===== src/rtl/pic_init_sequencer.sv =====
`default_nettype none
// ============================================================================
// Module   : pic_init_sequencer
// Purpose  : 8259A initialisation / command-word sequencer. Captures bus
//            writes from the bus control logic, accepts each one when the
//            write level is released, steps ICW1 -> ICW2 -> [ICW3] -> [ICW4]
//            and then routes OCW1/OCW2/OCW3. Every programmed field is held
//            in a register for the priority, IRR/ISR and cascade blocks.
// Ports    : clock, reset (sync, active-high)
//            write_enable, address (A0), internal_data_bus[7:0]  - bus side
//            init_done, icw1_strobe, level_triggered, single_mode,
//            vector_base[4:0], cascade_config[7:0], auto_eoi, upm_8086,
//            buffered_mode, buffered_master, special_fully_nested,
//            interrupt_mask[7:0], ocw2_strobe, ocw2_command[7:0],
//            special_mask_mode, read_register_isr, poll_strobe
// Revision : 1.0 - initial release
// ============================================================================
module pic_init_sequencer (
    input  logic       clock,
    input  logic       reset,
    input  logic       write_enable,
    input  logic       address,
    input  logic [7:0] internal_data_bus,
    output logic       init_done,
    output logic       icw1_strobe,
    output logic       level_triggered,
    output logic       single_mode,
    output logic [4:0] vector_base,
    output logic [7:0] cascade_config,
    output logic       auto_eoi,
    output logic       upm_8086,
    output logic       buffered_mode,
    output logic       buffered_master,
    output logic       special_fully_nested,
    output logic [7:0] interrupt_mask,
    output logic       ocw2_strobe,
    output logic [7:0] ocw2_command,
    output logic       special_mask_mode,
    output logic       read_register_isr,
    output logic       poll_strobe
);

    localparam logic [2:0] c_ST_IDLE      = 3'd0;
    localparam logic [2:0] c_ST_WAIT_ICW2 = 3'd1;
    localparam logic [2:0] c_ST_WAIT_ICW3 = 3'd2;
    localparam logic [2:0] c_ST_WAIT_ICW4 = 3'd3;
    localparam logic [2:0] c_ST_READY     = 3'd4;

    logic [2:0] r_state;
    logic [2:0] w_state_next;

    // Write capture and release detection
    logic       r_we_d;
    logic       r_cap_a0;
    logic [7:0] r_cap_data;

    // Configuration registers
    logic       r_ic4;
    logic       r_ltim;
    logic       r_sngl;
    logic [4:0] r_vector_base;
    logic [7:0] r_cascade;
    logic [4:0] r_icw4;        // ICW4 D4:D0 as written
    logic [7:0] r_imr;
    logic [7:0] r_ocw2_cmd;
    logic       r_smm;
    logic       r_rr_isr;
    logic       r_icw1_strobe;
    logic       r_ocw2_strobe;
    logic       r_poll_strobe;

    logic w_accept;
    logic w_acc_icw1;
    logic w_acc_a0;
    logic w_acc_ocw2;
    logic w_acc_ocw3;

    // A write takes effect on the falling edge of the registered level, using
    // the values captured during the last high cycle.
    assign w_accept   = r_we_d & ~write_enable;
    assign w_acc_icw1 = w_accept & ~r_cap_a0 & r_cap_data[4];
    assign w_acc_a0   = w_accept & r_cap_a0;
    assign w_acc_ocw2 = w_accept & ~r_cap_a0 & ~r_cap_data[4] & ~r_cap_data[3]
                        & (r_state == c_ST_READY);
    assign w_acc_ocw3 = w_accept & ~r_cap_a0 & ~r_cap_data[4] & r_cap_data[3]
                        & (r_state == c_ST_READY);

    always_ff @(posedge clock) begin
        if (reset) begin
            r_we_d     <= 1'b0;
            r_cap_a0   <= 1'b0;
            r_cap_data <= 8'h00;
        end else begin
            r_we_d <= write_enable;
            if (write_enable) begin
                r_cap_a0   <= address;
                r_cap_data <= internal_data_bus;
            end
        end
    end

    always_ff @(posedge clock) begin
        if (reset) begin
            r_state <= c_ST_IDLE;
        end else begin
            r_state <= w_state_next;
        end
    end

    always_comb begin
        w_state_next = r_state;
        if (w_acc_icw1) begin
            w_state_next = c_ST_WAIT_ICW2;
        end else if (w_acc_a0) begin
            case (r_state)
                c_ST_WAIT_ICW2: begin
                    if (!r_sngl)    w_state_next = c_ST_WAIT_ICW3;
                    else if (r_ic4) w_state_next = c_ST_WAIT_ICW4;
                    else            w_state_next = c_ST_READY;
                end
                c_ST_WAIT_ICW3: w_state_next = r_ic4 ? c_ST_WAIT_ICW4 : c_ST_READY;
                c_ST_WAIT_ICW4: w_state_next = c_ST_READY;
                default:        w_state_next = r_state;   // IDLE ignores, READY is OCW1
            endcase
        end
    end

    always_ff @(posedge clock) begin
        if (reset) begin
            r_ic4         <= 1'b0;
            r_ltim        <= 1'b0;
            r_sngl        <= 1'b0;
            r_vector_base <= 5'd0;
            r_cascade     <= 8'h00;
            r_icw4        <= 5'd0;
            r_imr         <= 8'h00;
            r_ocw2_cmd    <= 8'h00;
            r_smm         <= 1'b0;
            r_rr_isr      <= 1'b0;
            r_icw1_strobe <= 1'b0;
            r_ocw2_strobe <= 1'b0;
            r_poll_strobe <= 1'b0;
        end else begin
            r_icw1_strobe <= w_acc_icw1;
            r_ocw2_strobe <= w_acc_ocw2;
            r_poll_strobe <= w_acc_ocw3 & r_cap_data[2];

            if (w_acc_icw1) begin
                r_ltim   <= r_cap_data[3];
                r_sngl   <= r_cap_data[1];
                r_ic4    <= r_cap_data[0];
                r_imr    <= 8'h00;
                r_smm    <= 1'b0;
                r_rr_isr <= 1'b0;
                // Without an ICW4 the mode bits fall back to their defaults.
                if (!r_cap_data[0]) begin
                    r_icw4 <= 5'd0;
                end
            end else if (w_acc_a0) begin
                case (r_state)
                    c_ST_WAIT_ICW2: r_vector_base <= r_cap_data[7:3];
                    c_ST_WAIT_ICW3: r_cascade     <= r_cap_data;
                    c_ST_WAIT_ICW4: r_icw4        <= r_cap_data[4:0];
                    c_ST_READY:     r_imr         <= r_cap_data;
                    default:        r_imr         <= r_imr;
                endcase
            end

            if (w_acc_ocw2) begin
                r_ocw2_cmd <= r_cap_data;
            end

            if (w_acc_ocw3) begin
                if (r_cap_data[6]) r_smm    <= r_cap_data[5];
                if (r_cap_data[1]) r_rr_isr <= r_cap_data[0];
            end
        end
    end

    assign init_done            = (r_state == c_ST_READY);
    assign icw1_strobe          = r_icw1_strobe;
    assign level_triggered      = r_ltim;
    assign single_mode          = r_sngl;
    assign vector_base          = r_vector_base;
    assign cascade_config       = r_cascade;
    assign special_fully_nested = r_icw4[4];
    assign buffered_mode        = r_icw4[3];
    assign buffered_master      = r_icw4[2];
    assign auto_eoi             = r_icw4[1];
    assign upm_8086             = r_icw4[0];
    assign interrupt_mask       = r_imr;
    assign ocw2_strobe          = r_ocw2_strobe;
    assign ocw2_command         = r_ocw2_cmd;
    assign special_mask_mode    = r_smm;
    assign read_register_isr    = r_rr_isr;
    assign poll_strobe          = r_poll_strobe;

endmodule
`default_nettype wire

===== config.mk =====
export PLATFORM = sky130hd
export DESIGN_NAME = pic_init_sequencer
export DESIGN_NICKNAME = d
export VERILOG_FILES = /design/src/rtl/pic_init_sequencer.sv
export SDC_FILE = /design/constraint.sdc
export NUM_CORES = 1
export LEC_CHECK = 0
export CAP_MARGIN = 20
export CORE_ASPECT_RATIO = 2
export CORE_MARGIN = 10
export CORE_UTILIZATION = 31
export CTS_CLUSTER_DIAMETER = 40
export DETAILED_ROUTE_END_ITERATION = 7
export GPL_TIMING_DRIVEN = 1
export PLACE_DENSITY = 0.57
export SLEW_MARGIN = 20
export SYNTH_ARGS = -nofsm -noshare
export SYNTH_HDL_FRONTEND = slang
export SYNTH_SLANG_ARGS = --single-unit

===== constraint.sdc =====
create_clock -name clock -period 1.75 [get_ports clock]
set_input_delay 0.4375 -clock clock [delete_from_list [all_inputs] [get_ports clock]]
set_output_delay 0.4375 -clock clock [all_outputs]
set_load 0.005 [all_outputs]

==> qor.yml <==
path_cells: "clkdlybuf4s50_1"
hp-class: "flip-flop to flip-flop"
synth_cell_types: 30
criticalPathCategory: "flip-flop to primary output"
syn2layout_area_growth_pct: 41.9
power_leakage_nw: 1.31
via_per_inst: 4.54
relSlewSlack_pct: 74.3
peakVddDrop_uv: 583
ctsHtreeMaxLevel: 2
hpwl_um: 4410
gp_congestion: 0.836
grt_max_degree: 26
p_per_area_nw_per_um2: 789
setup.worst_path.start: "single_mode"
outcome: "finished clean"
slew_viol_final: 0
dieWidth_um: 78.6
synth_edf_count: 0
min_path_cells: 2
avgSynthCellArea_sq_um: 10.1
dr.pass1.iters: 5
path_buf_inv: 1
vias: 1648
final_common_cell: "dfxtp_1"
clockPowerShare_pct: 40.8
antenna_found_initial: 0
nFillCells: 680
r2r_cells: 6
clkTransAtPathRegs_ns: 0.07
ys_ff_latch: 55
mostFrequentLayoutCells: "dfxtp_1, clkdlybuf4s50_1, nor2_1"
fin_skew_ns: 0.00474
cts_buffers: 5
critical_path_arrival_ns: 1.22
gr-total-overflow: 0
end_kind: "primary output"
cpPeakStageDelay_ns: 0.53
cts_tree: "built"
rsz0062_at_grt: "false"
die_h_um: 137
root_buffer: "clkbuf_16"
track_usage_pct: 11.1
grt_pass1_wl_um: 9180
wl_per_cell_um: 16.1
path_max_fanout: 5
rr_startpoint: "r_state[2]"
post-route-min-period_ns: 1.65
drc: 0
clock_path_buffers: 2
syn-num-nets: 222
critPathRequiredTime_ns: 1.31
num_io_pins: 54
combPwrFrac_pct: 4.9
critical_path_depth: 1
cts_hold_buf: 0
grt_pass1_vias: 1690
fin_crit_sh_pct: 94.5
diodes: 0
tns_ns: 0
drv_cap: 0
post-cts-setup-buffers: 0
cp-start-kind: "flip-flop"
tightest_slew_ns: 0.386
initial_utilization_pct: 31.9
clock_sinks: 55
first_iter_violations: 76
synth_warnings: 0
slowest_stage: "clkdlybuf4s50_1"
ys_seq_area_share_pct: 51.8
swShare_pct: 22.0
die-area_sq_um: 10800
synth-async-reset-ratio_pct: 0
max_freq_mhz: 605
drt_wl_total_um: 5840
ctsResizeCount: 1
synthFlopType: "dfxtp_1"
nets: 286
port_buffers: 53
ant_nets: 0
worst-r2r-setup-slack_ns: 0.26
seqPwrFrac_pct: 54.3
hold_viol: 0
cpLargestDelayFamily: "buffers and inverters"
seq_area_sq_um: 1100
rows: 42
report.final.setup_viol: 0
internal-power_mw: 1.86
power_switching_mw: 0.525
netlist_instances: 210
layout-drive-gt1-share_pct: 12.7
total_power_mw: 2.38
min-delay-start: "r_icw4[2]"
multi_input_area_sq_um: 925
syn_area_sq_um: 2130
core_area_sq_um: 6670
insertion_delay_ns: 0.29
==> final cells by class <==
| class | instances | share of cell area (%) |
|---|---|---|
| Timing Repair Buffer | 72 | 24.3 |
| Clock inverter | 2 | 0.414 |
| Inverter | 2 | 0.249 |
| Clock buffer | 6 | 4.27 |
| Tap cell | 88 | 3.65 |
| Sequential cell | 55 | 36.5 |
| Multi-Input combinational cell | 138 | 30.6 |
==> worst paths after layout <==
check | end
hold reg to reg | r_icw4[2]
hold / removal | r_icw4[2]
setup reg to reg | vector_base[1]
setup / recovery | single_mode
==> synthesized netlist by cell type, types with 2 or more instances <==
library cell,number,share of area [%]
dfxtp_1,55,52
nor2_1,47,8.3
mux2i_1,41,19
a21oi_1,8,1.9
nand2_1,8,1.4
buf_2,6,1.4
nand3_1,6,1.4
clkbuf_1,5,0.88
buf_6,4,2.1
nand2b_1,3,0.88
a31oi_1,2,0.59
and3b_1,2,0.82
and4b_1,2,0.94
inv_1,2,0.35
nor2b_1,2,0.59
o21ai_0,2,0.47
or2_2,2,0.59
==> power groups by stage <==
stage	sequential (mW)	clock, mW	combinational, mW
final	1.29	0.973	0.117
after global routing	1.30	1.06	0.127
after floorplan	1.31	0	0.0616
after CTS	1.29	0.996	0.119
after global placement	1.32	0	0.117
after detailed placement	1.32	0	0.118
==> kinds of logic after synthesis <==
logic type             synth area share (%)
AO/OA/AOI/OAI                          3.29
flip-flops                             51.8
AND/OR/NAND/NOR                        20.9
buffers and inverters                  4.76
multiplexers                           19.3
==> registers in the layout, summed over array words and instances, names as in the netlist <==
register	count
interrupt_mask	8
r_cap_data	8
special_mask_mode	1
single_mode	1
ocw2_strobe	1
r_ic4	1
cascade_config	8
poll_strobe	1
vector_base	5
r_cap_a0	1
icw1_strobe	1
read_register_isr	1
r_icw4	5
r_we_d	1
level_triggered	1
ocw2_command	8
r_state	3
==> per-layer routing <==
metal,up-vias,wire length (um),GRT usage [%]
met1,765,2160,10.8
met3,11,323,3.75
met4,0,178,6.41
met2,38,3170,20.0
li1,834,-,-
met5,-,0,0
==> stage by stage <==
step / utilization (%) / instances / setup WS, ns / instance area [sq um] / hold slack (ns)
floorplan: - / 210 / 0.385 / 2130 / 0.454
global placement: 43.1 / 355 / -0.194 / 2880 / 0.469
detailed placement: 43.1 / 355 / -0.209 / 2880 / 0.474
CTS: 45.2 / 363 / 0.0792 / 3020 / 0.486
global route: 45.2 / 363 / 0.00132 / 3020 / 0.516
finish: 45.2 / 363 / 0.0958 / 3020 / 0.481
Power figures use the tool's default switching activity.
